[src/rtl/ternary_fetch_unit.sv]
// ternary_fetch_unit: instruction fetch sequencer between the ternary PC, instruction memory and decode.
// Ports: clock/reset_n (sync, active-low); pc_addr in; mem_addr/mem_read_enable out, mem_ready/mem_data in;
// instr_out/instr_valid out, instr_ready in; branch_enable/branch_offset/flush in; pc_update_enable/pc_value out.
// Trits are 2 bits: `TRIT_M1 = -1, `TRIT_Z = 0, `TRIT_P1 = +1.
`ifndef TRIT_M1
`define TRIT_M1 2'b10
`endif
`ifndef TRIT_Z
`define TRIT_Z 2'b00
`endif
`ifndef TRIT_P1
`define TRIT_P1 2'b01
`endif

module ternary_fetch_unit #(
    parameter int WORD_SIZE     = 9,
    parameter int MEM_ADDR_SIZE = 6
) (
    input  logic                       clock,
    input  logic                       reset_n,
    input  logic [2*MEM_ADDR_SIZE-1:0] pc_addr,
    output logic [2*MEM_ADDR_SIZE-1:0] mem_addr,
    output logic                       mem_read_enable,
    input  logic                       mem_ready,
    input  logic [2*WORD_SIZE-1:0]     mem_data,
    output logic [2*WORD_SIZE-1:0]     instr_out,
    output logic                       instr_valid,
    input  logic                       instr_ready,
    input  logic                       branch_enable,
    input  logic [2*WORD_SIZE-1:0]     branch_offset,
    input  logic                       flush,
    output logic                       pc_update_enable,
    output logic [2*WORD_SIZE-1:0]     pc_value
);
    localparam logic [1:0] ISSUE   = 2'd0;
    localparam logic [1:0] WAIT    = 2'd1;
    localparam logic [1:0] HOLD    = 2'd2;
    localparam logic [1:0] ADVANCE = 2'd3;
    localparam logic [2*WORD_SIZE-1:0] STEP = {{(WORD_SIZE-1){`TRIT_Z}}, `TRIT_P1};
    localparam logic [2*WORD_SIZE-1:0] ZERO = {WORD_SIZE{`TRIT_Z}};
    logic [1:0] state;
    always_ff @(posedge clock) begin
        if (!reset_n) begin
            state            <= ISSUE;
            mem_read_enable  <= 1'b0;
            instr_valid      <= 1'b0;
            pc_update_enable <= 1'b0;
            mem_addr         <= {MEM_ADDR_SIZE{`TRIT_M1}};
            instr_out        <= ZERO;
            pc_value         <= ZERO;
        end else if (flush && state != ADVANCE) begin
            // the PC pulse already in flight in ADVANCE must complete, so flush stops short of it
            state            <= ISSUE;
            mem_read_enable  <= 1'b0;
            instr_valid      <= 1'b0;
            pc_update_enable <= 1'b0;
        end else begin
            case (state)
                ISSUE: begin
                    mem_addr        <= pc_addr;
                    mem_read_enable <= 1'b1;
                    state           <= WAIT;
                end
                WAIT: if (mem_ready) begin
                    instr_out       <= mem_data;
                    instr_valid     <= 1'b1;
                    mem_read_enable <= 1'b0;
                    state           <= HOLD;
                end
                HOLD: if (instr_ready) begin
                    instr_valid      <= 1'b0;
                    pc_update_enable <= 1'b1;
                    pc_value         <= branch_enable ? branch_offset : STEP;
                    state            <= ADVANCE;
                end
                default: begin
                    pc_update_enable <= 1'b0;
                    pc_value         <= ZERO;
                    state            <= ISSUE;
                end
            endcase
        end
    end
endmodule

[config.mk]
export PLATFORM = sky130hd
export DESIGN_NAME = ternary_fetch_unit
export DESIGN_NICKNAME = d
export VERILOG_FILES = /design/src/rtl/ternary_fetch_unit.sv
export SDC_FILE = /design/constraint.sdc
export NUM_CORES = 1
export LEC_CHECK = 0
export CORE_MARGIN = 4
export CORE_UTILIZATION = 44
export DETAILED_ROUTE_END_ITERATION = 6
export MAX_ROUTING_LAYER = met4
export PLACE_DENSITY = 0.86
export SKIP_LAST_GASP = 1
export SYNTH_ARGS = -nofsm -noshare
export SYNTH_HDL_FRONTEND = slang
export SYNTH_SLANG_ARGS = --single-unit
[constraint.sdc]
create_clock -name clock -period 5.05 [get_ports clock]
set_input_delay 0.7575 -clock clock [delete_from_list [all_inputs] [get_ports clock]]
set_output_delay 0.7575 -clock clock [all_outputs]
set_load 0.02 [all_outputs]
# ---- Word-level counts from Yosys, hierarchy flattened
# Cells that the tools add are included.
dict set report word_totals {
  ff_bits 53
  latchBits 0
  ramBits 0
  mem_bits_ro 0
  inputBits 54
  out_inout_bits 51
  word_cells 41
  memories 0
}
dict set report op_classes {
  addsub 0
  mul 0
  n_div 0
  order_cmp 0
  n_eq_ne 5
  shifts 0
  n_mux 13
  bitwise_logic 3
  reduce_logical 13
}
# operator n
set op_table {}
lappend op_table {{$mux W18} 2}
lappend op_table {{$pmux W18 S2} 1}
lappend op_table {{$reduce_and A3 Y1} 3}
lappend op_table {{$reduce_and A2 Y1} 4}
lappend op_table {{$ne A2 B2 Y1 const B} 3}
lappend op_table {{$pmux W1 S2} 3}
lappend op_table {{$pmux W2 S3} 1}
lappend op_table {{$mux W1} 4}
lappend op_table {{$mux W2} 2}
lappend op_table {{$reduce_bool A2 Y1} 2}
lappend op_table {{$reduce_or A2 Y1} 2}
lappend op_table {{$not A1 Y1} 3}
lappend op_table {{$eq A2 B1 Y1 const B} 1}
lappend op_table {{$eq A2 B2 Y1 const B} 1}
lappend op_table {{$logic_not A2 Y1} 1}
lappend op_table {{$logic_and A1 B1 Y1} 1}

# ---- Logic depth before layout (Yosys ltp)
dict set report depth {
  word_depth 4
  mapped_depth 9
  mapped_depth_nobuf 6
}

# ---- Worst setup path after synthesis
# No wires, ideal clock.
dict set report synth_timing {
  kind {in2reg}
  start {input flush}
  end {register pc_value[10]}
  setup_ps 115
  arrival_time_ps 1563
  t_required_ps 4935
  slack_ps 3372
  stages 4
  path_buffers 1
  cell_sequence {nand2b_2 nor4b_4 buf_6 o21ai_2}
}
dict set report synth_via {
  elab_chain_len 3
}
# element line_no
set synth_rtl {}
lappend synth_rtl {{start: declaration} 31} ;# input logic flush,
lappend synth_rtl {{$logic_and A1 B1 Y1} 51} ;# end else if (flush && state != ADVANCE) begin
lappend synth_rtl {{$not A1 Y1 (no line)} n/a}
lappend synth_rtl {{$reduce_and A3 Y1 (no line)} n/a}
lappend synth_rtl {{end signal: assignment} 73} ;# pc_value <= branch_enable ? branch_offset : STEP;
lappend synth_rtl {{end: declaration} 33} ;# output logic [2*WORD_SIZE-1:0] pc_value
# No other way between the ends.
# A chain may end at the register's enable or synchronous reset.

# ---- Final worst setup path
dict set report layout_timing {
  start {input mem_ready}
  end {register instr_out[13]}
}
dict set report layout_via {
  elab_chain_len 1
}
# element line_no
set layout_rtl {}
lappend layout_rtl {{start: declaration} 24} ;# input logic mem_ready,
lappend layout_rtl {{$reduce_and A3 Y1 (no line)} n/a}
lappend layout_rtl {{end signal: assignment} 65} ;# instr_out <= mem_data;
lappend layout_rtl {{end: declaration} 26} ;# output logic [2*WORD_SIZE-1:0] instr_out,
# No other way between the ends.

==> results.json <==
{
  "finalWeightedCongestion": 0.8131,
  "slowest_stage": "nor2b_1",
  "hp-class": "reg -> reg",
  "path_delay_family": "simple AND/OR/NAND/NOR gates",
  "wl_per_cell_um": 13.10,
  "synth_cells": 255,
  "yosysTopAreaCellShare_pct": 48.24,
  "finalMaxSlewViolations": 0,
  "post-route-drc-count": 0,
  "drtIter0Drc": 75,
  "setup_viol": 0,
  "synth-seq-area-share_pct": 48.24,
  "max_cap_viol_count": 0,
  "synth_compound_area_share_pct": 17.01,
  "rsz0062_at_grt": "no",
  "fp.dieH_um": 78.71,
  "num_rows": 25,
  "hold_viol_final": 0,
  "cts_hold_buf": 0,
  "cp_common_cell": "nand2_1",
  "syn_avg_cell_area_um2": 8.626,
  "critical_path_required_ns": 5.26,
  "yosys.area_share.simple_pct": 25.65,
  "cts_resized": 0,
  "overflow": 0,
  "synth_area_um2": 2200,
  "status": "completed",
  "die_x_um": 78.71,
  "coreArea_um2": 4786,
  "worst_slack_ns": 2.578,
  "yosys-top-cells-area": "dfxtp_1 48%, nand2_1 14%, a21boi_0 8.2%",
  "ctsLongestPathBuffers": 2,
  "dpl_worst_slack_ns": 2.259,
  "skew_ns": 0.003058,
  "cts.root.buffer_cell": "clkbuf_8",
  "grt_pass1_wl_mm": 8.956,
  "nNetsFinal": 412,
  "path_class": "in -> reg",
  "ant_nets": 0,
  "use_met3_pct": 4.989,
  "start_kind": "input port",
  "power_density_nw_per_um2": 242.4,
  "grt_usage_pct": 18.30,
  "grt_use_met1_pct": 21.46,
  "worst_slew_pin_slew_ns": 1.171,
  "synth-seq-cells": 53,
  "route.final.wire_length_mm": 5.501,
  "ir_drop_mv": 0.1386,
  "vias": 2027,
  "clock_latency_ns": 0.29,
  "top_usage_layer": "met2",
  "layout_min_cycle_time_ns": 2.472,
  "diodes": 0,
  "initial_utilization_pct": 45.96,
  "yosys.area.top_type": "dfxtp_1",
  "leakage_uw": 0.001196,
  "cp.arrival_ns": 2.68,
  "grt_max_degree": 52,
  "h-tree-depth": 2,
  "cts_sinks": 53,
  "dp_hpwl_mm": 4.071,
  "cpPeakStageDelay_ns": 0.91,
  "layout_worst_path_cycle_share_pct": 48.96,
  "maxSlewHeadroom_pct": 21.75,
  "viasPerCell": 4.826,
  "ys_warn_count": 0,
  "clk_pin_slew_worst_paths_ns": 0.09,
  "use_met2_pct": 31.15,
  "synth_nets": 315,
  "synth_cell_types": 28,
  "finalSetupTns_ns": 0,
  "synth_top_family_by_area": "simple AND/OR/NAND/NOR gates",
  "cp_max_fo": 18,
  "io_buffers": 104,
  "syn2layout_area_growth_pct": 50.85,
  "fmaxAchievable_ghz": 0.4045,
  "numCtsBuffers": 5,
  "cts_tree": "built",
  "dr.pass1.iters": 4,
  "io_pins": 105,
  "synthAdderAreaFrac_pct": 3.413,
  "antenna_found_initial": 0,
  "worstPathCellList": "clkdlybuf4s50_1, nand2_1, nor2b_1, nand2_1, a21boi_0",
  "cts_setup_buffers": 0,
  "synth_xor_area_share_pct": 0,
  "drive_gt1_share_pct": 7.649,
  "die-area_um2": 6194,
  "end_kind": "register",
  "synthMuxAreaShare_pct": 0.4551,
  "crit_buf_inv": 1,
  "grt_pass1_vias": 1941
}
cell usage in the layout, fill, tap and decap left out, drive strengths merged, types with 2 or more instances in the layout:
cell type / count
a21boi: 24
a21oi: 4
buf: 2
clkbuf: 6
clkdlybuf4s50: 104
clkinv: 2
dfxtp: 53
ha: 6
inv: 3
nand2: 84
nand3: 24
nor2: 5
nor2b: 4
nor3: 2
o21ai: 21
per-layer routing:
layer / wire length (um) / vias to the layer above / share of wire [%]
li1: - / 1034 / -
met1: 2349 / 919 / 43
met3: 407 / 8 / 7.4
met4: 74 / 0 / 1.3
met2: 2669 / 66 / 49
met5: 0 / - / 0
path summary, 6_finish.rpt:
| path | from | endpoint | slack, ns | depth (start not counted) |
|---|---|---|---|---|
| setup / recovery | mem_ready | instr_out[13] | 2.58 | 5 |
| hold / removal | pc_value[16] | pc_value[16] | 0.46 | 2 |
| hold reg to reg | pc_value[16] | pc_value[16] | 0.46 | 2 |
| setup reg to reg | state[1] | instr_out[13] | 2.74 | 6 |
worst min-delay path, delay by kind of cell, from the launching register on:
family             cells  cell delay [ns]
AOI/OAI and AO/OA      1             0.05
DFF                    1             0.32
and+or+nand+nor        1             0.05
cell usage after synthesis, drive strengths merged:
library cell,instances
ha,6
and3,1
mux2i,1
o22ai,1
a21boi,24
o2111ai,1
nand2b,1
nor3,2
nand2,84
buf,9
o21ai,21
inv,3
dfxtp,53
and2,1
nand3b,1
nand3,24
a21oi,4
nor2,5
clkbuf,7
nor2b,4
a211o,1
nor4b,1
kinds of logic (layout without fill, tap and decap cells):
group / count (synthesis) / after routing
and+or+nand+nor: 124 / 124
DFF: 53 / 53
AOI/OAI and AO/OA: 52 / 52
buffers and inverters: 19 / 117
adders and majority gates: 6 / 6
muxes: 1 / 1
layout make-up:
type / instances / area, um2
fillers: 403 / 1468
flip-flops and latches: 53 / 1061
repair buffers: 106 / 1056
multi-input cells: 183 / 1023
well taps: 67 / 83.83
clock buffers: 6 / 72.57
inverters: 3 / 11.26
clock inverters: 2 / 10.01
where the power goes:
group          internal (uW)  switching (uW)  total, uW
Sequential               431            7.50        438
Clock                   96.4             129        225
Combinational           75.1            65.7        141
Total                    602             202        804
sequential cells by signal, summed over array words and instances (netlist names):
signal            cells
instr_out            18
instr_valid           1
mem_addr             12
mem_read_enable       1
pc_update_enable      1
pc_value             18
state                 2
stage by stage:
stage / util [%] / power [uW] / area (um2) / hold slack, ns / cells
final: 69.33 / 804.3 / 3318 / 0.4576 / 420
after global routing: 69.33 / 845.3 / 3318 / 0.4832 / 420
after CTS: 69.33 / 816.3 / 3318 / 0.4645 / 420
after detailed placement: 67.61 / 590.0 / 3236 / 0.4515 / 412
after global placement: 67.61 / 586.8 / 3236 / 0.4454 / 412
after floorplan: - / 516.3 / 2200 / 0.5000 / 255
Note: power is estimated with default switching activity, not from simulation.
==> patch, RTL diff (same flow settings) <==
The parameter `WORD_SIZE` goes from 9 to 11.
--- a/src/rtl/ternary_fetch_unit.sv
+++ b/src/rtl/ternary_fetch_unit.sv
@@ -13,7 +13,7 @@
 `endif
 
 module ternary_fetch_unit #(
-    parameter int WORD_SIZE     = 9,
+    parameter int WORD_SIZE     = 11,
     parameter int MEM_ADDR_SIZE = 6
 ) (
     input  logic                       clock,
Interface: changed (resized branch_offset, instr_out, mem_data and pc_value); port bits go from 105 to 121. No check against the original RTL was run, so the function may have changed too.
==> patch against the unedited design <==
  * Worst setup slack gained 0.30 ns
  * Power grew 29%
  * Synthesized area increased by 8.7%
  * Wire length rose by 15%
  * Cell area up 14%
  * Highest routed layer unchanged
  * Sequential share of layout area is 0.32 points higher
  * Sequential cell count up 8
  * Synthesized cell count grew 14%
  * Fmax rose by 14%
==> patch: results (changes against the unedited design) <==
- Post-layout min period: 2.17 ns (-0.299 ns)
- CTS clk-pin slew, worst paths: 0.07 ns (-0.02 ns)
- CTS H-tree lvls: 3 (+1)
- Reg2Reg Setup Slack: 3.07 ns (+0.33 ns)
- Hpwl dp: 4.51 mm (+11%)
- Critical-path maximum fanout: 59 (+41)
- Outcome: finished, final reports clean
- PortBufs: 120 (+15%)
- Vias in the first global route: 2,132 (+9.8%)
- Clock latency on the worst-skew pair: 0.32 ns (+0.03 ns)
- Synth cell types: 26 (-7.1%)
- Worst hold endpoint: pc_value[7]$_SDFFE_PN0P_
- R2r endpoint: instr_out[5]$_SDFFE_PN0P_
- Sw Share: 24.7% (-0.42 points)
- Largest net degree at the start of global routing: 60 (+15%)
- Nets: 473 (+15%)
- Mapped Nets: 359 (+14%)
- Gpl congestion: 0.758 (-6.7%)
- Worst Tran Pin Value: 0.899 ns (-0.272 ns)
- Top cells by area, synth: dfxtp_1 (51%), nand2_1 (15%), a21boi_0 (8.8%)
- Worst stage delay on the critical path: 0.73 ns (-0.18 ns)
- Total CTS buffers: 9 (+4)
- Via count: 2,285 (+13%)
- Hold path startpoint: pc_value[7]$_SDFFE_PN0P_
- Peak supply drop: 0.195 mV (+41%)
- Largest regs: instr_out: 22 flops, pc_value: 22 flops, mem_addr: 12 flops
- Placed Area: 3600 um2 (+11%)
- DRT iter0 DRCs: 83 (+11%)
- Placed cells: 464 (+13%)
- Slowest CP cell: and3_1
- Hold slack: 0.446 ns (-0.0115 ns)
- Final setup skew: 0.00531 ns (+0.00226 ns)
- Leak: 1.37 nW (+14%)
- Post-synth top cells: nand2_1 (96), dfxtp_1 (61), a21boi_0 (28), nand3_1 (28), o21ai_1 (20)
- Tot GR Track Use: 19.8% (+1.5 points)
- Pre-CTS setup slack: 2.51 ns (+0.255 ns)
- Register area share after synthesis: 51.1% (+2.8 points)
- Worst r2r path cells: 5 (-1)
==> patch: cell types whose count changed in the layout (fill, tap and decap cells not counted), moves of 6 or more <==
cell             delta
nand2_1            +12
dfxtp_1             +8
nand3_1             +7
o21ai_2            -12
o21ai_1            +20
clkbuf_8            +6
clkdlybuf4s50_1    +15
==> patch: critical path: cells and delay by family <==
kind,cells,cell delay (ns)
buffers and inverters,1,0.68
AO/OA/AOI/OAI,1,0.10
AND/OR/NAND/NOR,2,0.89
==> patch: logic make-up after synthesis <==
kind of cell	after synthesis	synth area share, %
fa+ha+maj	6	3.14
flops	61	51.1
compound gates	60	15.9
mux	1	0.419
simple gates	141	25.4
buf+inv	22	4.08
==> patch: power by group through the flow <==
stage          combinational (mW)  sequential [mW]  clock [mW]
2_1_floorplan              0.0524            0.529           0
3_3_place_gp                0.149            0.513           0
3_5_place_dp                0.151            0.514           0
4_1_cts                     0.152            0.503       0.388
5_1_grt                     0.164            0.505       0.411
6_report                    0.151            0.503       0.380
==> patch: routing by layer <==
metal | share of wire [%] | track usage [%] | up-vias
li1 | - | - | 1186
met1 | 45 | 24.2 | 1006
met2 | 47 | 31.9 | 84
met3 | 6.4 | 3.40 | 9
met4 | 1.6 | 8.97 | 0
met5 | 0 | - | -
==> patch: final cells by class <==
type,count,area [um2]
flip-flops and latches,61,1220
well taps,70,87.6
clock buffers,12,155
inverters,3,11.3
multi-input cells,208,1070
repair buffers,122,1210
fillers,403,1390
clock inverters,4,22.5
==> patch: worst max path at each step <==
| stage | start | endpoint | cells after the start |
|---|---|---|---|
| 2_1_floorplan | flush | pc_value[10]$_SDFFE_PN0P_ | 4 |
| 3_3_place_gp | reset_n | pc_value[12]$_SDFFE_PN0P_ | 4 |
| 3_5_place_dp | reset_n | pc_value[17]$_SDFFE_PN0P_ | 4 |
| 4_1_cts | reset_n | pc_value[18]$_SDFFE_PN0P_ | 4 |
| 5_1_grt | reset_n | pc_value[18]$_SDFFE_PN0P_ | 4 |
| 6_report | reset_n | pc_value[18]$_SDFFE_PN0P_ | 4 |
